--- src/rtl/fetch_controller.sv ---
// rtl/fetch_controller.sv - single-outstanding instruction fetch controller
// Issues one imem request at a time, holds the fetched word for decode, handles redirects and timeouts.
module fetch_controller #(
  parameter logic [31:0] RESET_PC = 32'h0000_0000,
  parameter int          PC_STEP  = 1,
  parameter int          TIMEOUT  = 15
) (
  input  logic        i_clk,
  input  logic        i_rst_n,
  input  logic        i_dec_ready,
  input  logic        i_redirect,
  input  logic [31:0] i_redirect_pc,
  input  logic        i_imem_ack,
  input  logic [31:0] i_imem_rdata,
  output logic        o_imem_req,
  output logic [31:0] o_imem_addr,
  output logic        o_inst_valid,
  output logic [31:0] o_inst,
  output logic [31:0] o_inst_pc,
  output logic [31:0] o_pc,
  output logic        o_fetch_err
);

  typedef enum logic [2:0] {
    S_IDLE,
    S_REQ,
    S_WAIT,
    S_HOLD,
    S_DRAIN,
    S_ERR
  } state_t;

  localparam logic [7:0]  TIMEOUT_W = 8'(TIMEOUT);
  localparam logic [31:0] STEP_W    = 32'(PC_STEP);

  state_t      r_state, w_state_next;
  logic [31:0] r_pc, w_pc_next;
  logic [31:0] r_inst, r_inst_pc;
  logic        r_inst_valid, w_valid_next;
  logic        w_inst_load;
  logic [7:0]  r_wait_cnt, w_cnt_next;
  logic [7:0]  w_cnt_inc;
  logic        r_fetch_err, w_err_next;

  assign w_cnt_inc = r_wait_cnt + 8'd1;

  always_ff @(posedge i_clk or negedge i_rst_n) begin
    if (!i_rst_n) begin
      r_state      <= S_IDLE;
      r_pc         <= RESET_PC;
      r_inst       <= 32'h0;
      r_inst_pc    <= 32'h0;
      r_inst_valid <= 1'b0;
      r_wait_cnt   <= 8'h0;
      r_fetch_err  <= 1'b0;
    end else begin
      r_state      <= w_state_next;
      r_pc         <= w_pc_next;
      r_inst_valid <= w_valid_next;
      r_wait_cnt   <= w_cnt_next;
      r_fetch_err  <= w_err_next;
      if (w_inst_load) begin
        r_inst    <= i_imem_rdata;
        r_inst_pc <= r_pc;
      end
    end
  end

  always_comb begin
    w_state_next = r_state;
    w_pc_next    = r_pc;
    w_valid_next = r_inst_valid;
    w_inst_load  = 1'b0;
    w_cnt_next   = r_wait_cnt;
    w_err_next   = r_fetch_err;
    case (r_state)
      S_IDLE: begin
        w_state_next = S_REQ;
        if (i_redirect) w_pc_next = i_redirect_pc;
      end
      S_REQ: begin
        w_cnt_next = 8'h0;
        if (i_redirect) begin
          w_pc_next    = i_redirect_pc;
          w_state_next = S_DRAIN;
        end else begin
          w_state_next = S_WAIT;
        end
      end
      S_WAIT: begin
        if (i_redirect) begin
          // An ack in the same cycle retires the request, so no drain is needed.
          w_pc_next    = i_redirect_pc;
          w_valid_next = 1'b0;
          w_cnt_next   = 8'h0;
          w_state_next = i_imem_ack ? S_REQ : S_DRAIN;
        end else if (i_imem_ack) begin
          w_inst_load  = 1'b1;
          w_valid_next = 1'b1;
          w_pc_next    = r_pc + STEP_W;
          w_state_next = S_HOLD;
        end else if (w_cnt_inc == TIMEOUT_W) begin
          w_cnt_next   = w_cnt_inc;
          w_err_next   = 1'b1;
          w_state_next = S_ERR;
        end else begin
          w_cnt_next = w_cnt_inc;
        end
      end
      S_HOLD: begin
        if (i_redirect) begin
          w_pc_next    = i_redirect_pc;
          w_valid_next = 1'b0;
          w_state_next = S_REQ;
        end else if (i_dec_ready) begin
          w_valid_next = 1'b0;
          w_state_next = S_REQ;
        end
      end
      S_DRAIN: begin
        w_valid_next = 1'b0;
        if (i_redirect) w_pc_next = i_redirect_pc;
        if (i_imem_ack) begin
          w_state_next = S_REQ;
        end else if (w_cnt_inc == TIMEOUT_W) begin
          w_cnt_next   = w_cnt_inc;
          w_err_next   = 1'b1;
          w_state_next = S_ERR;
        end else begin
          w_cnt_next = w_cnt_inc;
        end
      end
      S_ERR: begin
        w_err_next   = 1'b1;
        w_valid_next = 1'b0;
      end
      default: begin
        w_state_next = S_IDLE;
      end
    endcase
  end

  assign o_imem_req   = (r_state == S_REQ);
  assign o_imem_addr  = (r_state == S_REQ) ? r_pc : 32'h0;
  assign o_inst_valid = r_inst_valid;
  assign o_inst       = r_inst;
  assign o_inst_pc    = r_inst_pc;
  assign o_pc         = r_pc;
  assign o_fetch_err  = r_fetch_err;

endmodule

--- config.mk ---
export PLATFORM = sky130hd
export DESIGN_NAME = fetch_controller
export DESIGN_NICKNAME = d
export VERILOG_FILES = /design/src/rtl/fetch_controller.sv
export SDC_FILE = /design/constraint.sdc
export NUM_CORES = 1
export LEC_CHECK = 0
export CORE_ASPECT_RATIO = 0.6
export CORE_MARGIN = 2
export CORE_UTILIZATION = 48
export DETAILED_ROUTE_END_ITERATION = 8
export GPL_TIMING_DRIVEN = 0
export PLACE_DENSITY_LB_ADDON = 0.08
export SETUP_SLACK_MARGIN = 0.15
export SLEW_MARGIN = 20
export SYNTH_ARGS = -nofsm -noshare
export SYNTH_HDL_FRONTEND = slang
export SYNTH_SLANG_ARGS = --single-unit
export TNS_END_PERCENT = 10
--- constraint.sdc ---
create_clock -name i_clk -period 4.9 [get_ports i_clk]
set_input_delay 1.225 -clock i_clk [delete_from_list [all_inputs] [get_ports i_clk]]
set_output_delay 1.225 -clock i_clk [all_outputs]
set_load 0.03 [all_outputs]
==> results.cfg <==
[synth]
synth_xor_area_frac = 0.0146
netlist_area_um2 = 5400
syn_inst = 632
synth_nets = 704
ys_warn_count = 0
seq_area_frac_synth = 0.505
ys.flop_type = dfrtp_1
ys_types = 57
synth_area_leader_cell = dfrtp_1
async_flop_share = 1.00
synth_area_leaders = dfrtp_1 51%, nand2_1 15%, and2_1 3.4%
synth_top_family_by_area = simple AND/OR/NAND/NOR gates
avgSynthCellArea_um2 = 8.54
synthAdderAreaFrac = 0.00695
synth_edf_count = 0
synth_mux_area_frac = 0.00788
synthSimpleGateAreaFrac = 0.294
synth_compound_gate_area_share = 0.135
synth_top_area_frac = 0.505
ys_seq_elements = 109

[clocking]
post-cts-setup-buffers = 0
clkTransAtPathRegs_ns = 0.07
clock_sinks = 109
cts_resized = 0
holdBufCountCts = 0
clock_latency_ns = 0.36
cts_tree = yes
cts_root_buffer = clkbuf_16
numCtsBuffers = 9
cts_max_level = 3
clockBufferDepth = 2

[timing]
hold_slack_ns = 0.477
rsz0062_at_grt = false
max_clock_freq_mhz = 246
slew_headroom = 0.544
period_share = 0.829
tightest_slew_ns = 0.682
skew_ns = 0.0122
report.final.slew_viol_count = 0
setup_viol = 0
fin_crit_ns = 4.06
hold_violations = 0

[pwr]
p_total_mw = 5.95
pwr-share-clk = 0.127
netSwitchingPower_mw = 2.89
peakVddDrop_v = 0.000435
intPower_mw = 3.06
switching_share = 0.485
powerDensity_nw_per_um2 = 754
power_frac_seq = 0.289
power.leakage_nw = 3.44
pwr-share-comb = 0.584

[routing]
vias = 5632
dr.pass1.iters = 5
drtIter0Drc = 603
ant_nets = 0
via_per_inst = 5.71
post-route-drc-count = 0
wl_per_cell_um = 17.9
routed_wl_um = 17600

[hold_path]
hp-class = reg2reg

[worst_setup_path]
worstSetupEndpointType = primary output
crit_arrival_ns = 2.84
worstPathMaxFanout = 10
cp-start-kind = flip-flop
criticalPathCategory = reg2out
required_ns = 3.67

[cells_and_area]
layout.nets = 914
fin_util = 0.732
synthToLayoutAreaGrowth_pct = 46.1
drive_gt1_frac = 0.0449
stdcell_count = 986
fillers = 820
diodes = 0

[die]
rows = 29
core_area_um2 = 10800
start_util = 0.501
ios = 200
die_w_um = 141
die_h_um = 86.2
dieArea_um2 = 12100

[placed_design]
placed_cells = 970
gp_congestion = 0.906
dp_hpwl_um = 13000
numPortBuffers = 198

[grt]
grt_pass1_vias = 5303
grt_pass1_wl_um = 27600
track_usage = 0.292
grt_antenna_before_repair = 0
grt_max_degree = 56
globalRouteOverflowTotal = 0

[job]
maxCapViolCount = 0

[run_status]
status = finished clean
layer usage:
metal / global-route usage / vias up / wire length (um)
met5: 0 / - / 0
met4: 0.0555 / 0 / 190
met3: 0.0821 / 27 / 2020
met2: 0.450 / 361 / 7690
met1: 0.419 / 2673 / 7730
li1: - / 2571 / -
cell type report:
cell class                 count  area, um^2  share of cell area
timing repair buffer         199        2010               0.255
tap                          139         174              0.0220
clock buffer                   9         225              0.0285
sequential                   109        2730               0.346
clock inverter                 7        80.1              0.0101
inverter                       7        26.3             0.00333
buffer                        40         168              0.0212
multi-input combinational    476        2480               0.314
flip-flops by register name, summed over array words and instances, names as in the netlist:
name / count
r_wait_cnt: 8
o_pc: 32
r_state: 3
o_inst_pc: 32
o_inst_valid: 1
o_inst: 32
o_fetch_err: 1
layout by cell type (no fill, tap or decap), types with 3 or more instances in the layout:
| cell type | count |
|---|---|
| a211oi_1 | 6 |
| a21oi_1 | 27 |
| a311oi_1 | 5 |
| a31oi_1 | 3 |
| a41oi_1 | 3 |
| and2_1 | 29 |
| and3_1 | 11 |
| buf_1 | 4 |
| buf_2 | 7 |
| clkbuf_1 | 27 |
| clkbuf_16 | 9 |
| clkdlybuf4s50_1 | 197 |
| dfrtp_1 | 109 |
| ha_1 | 3 |
| inv_1 | 7 |
| inv_6 | 3 |
| nand2_1 | 211 |
| nand3_1 | 18 |
| nand4_1 | 12 |
| nor2_1 | 35 |
| nor3_1 | 14 |
| o21ai_0 | 22 |
| o22a_1 | 9 |
| o22ai_1 | 7 |
| o311ai_1 | 3 |
| or3_1 | 5 |
| xnor2_1 | 3 |
| xor2_1 | 6 |
worst paths after layout:
path | startpoint | end | slack [ns] | cells past startpoint
min in group asynchronous | i_rst_n | o_pc[14]$_DFFE_PN0P_ | 0.82 | 1
max in group asynchronous | i_rst_n | o_pc[27]$_DFFE_PN0P_ | 3.41 | 2
worst min register to register | o_inst[23]$_DFFE_PN0P_ | o_inst[23]$_DFFE_PN0P_ | 0.48 | 2
worst max register to register | r_state[0]$_DFFE_PN0P_ | o_pc[7]$_DFFE_PN0P_ | 2.24 | 8
worst min-delay path | o_inst[23]$_DFFE_PN0P_ | o_inst[23]$_DFFE_PN0P_ | 0.48 | 2
worst max-delay path | r_state[1]$_DFFE_PN0P_ | o_imem_addr[30] | 0.84 | 7
Yosys cell counts (3+ instances only):
| cell | number |
|---|---|
| nand3_1 | 18 |
| ha_1 | 3 |
| o311ai_1 | 3 |
| a41oi_1 | 3 |
| and2_1 | 29 |
| o22a_1 | 9 |
| a31oi_1 | 3 |
| nor3_1 | 14 |
| o21ai_0 | 22 |
| dfrtp_1 | 109 |
| and3_1 | 11 |
| a21oi_1 | 27 |
| a211oi_1 | 6 |
| xor2_1 | 6 |
| xnor2_1 | 3 |
| o22ai_1 | 7 |
| buf_2 | 7 |
| a311oi_1 | 5 |
| nor2_1 | 35 |
| nand2_1 | 211 |
| or3_1 | 5 |
| buf_1 | 4 |
| inv_1 | 7 |
| clkbuf_1 | 27 |
| nand4_1 | 12 |
power groups by stage:
stage | Sequential (mW) | Combinational, mW | Clock (mW)
2_1_floorplan | 2.37 | 1.30 | 0
3_3_place_gp | 1.70 | 3.38 | 0
3_5_place_dp | 1.72 | 3.45 | 0
4_1_cts | 1.71 | 3.47 | 0.765
5_1_grt | 1.77 | 3.70 | 0.797
6_report | 1.72 | 3.48 | 0.754
cell families (layout without fill, tap and decap cells):
logic type      after synthesis  in the layout
mux                           4              4
buf+inv                      47            262
fa+ha+maj                     3              3
flops                       109            109
compound gates              107            107
xor+xnor                      9              9
simple gates                353            353
through the flow:
step	cell area [um^2]	TNS (ns)	worst slack, ns
floorplan	5400	0	1.94
global placement	7560	-175.64	-1.62
detailed placement	7580	0	1.03
CTS	7890	0	0.877
global route	7890	0	0.712
finish	7890	0	0.840
critical path, stage by stage, from the launching register on:
cell,delay (ns)
dfrtp_1,0.36
buf_2,0.17
inv_1,0.21
nand2_1,0.23
nor2_1,0.21
clkbuf_1,0.41
and2_1,0.20
clkdlybuf4s50_1,0.68
(Power assumes the default switching activity.)
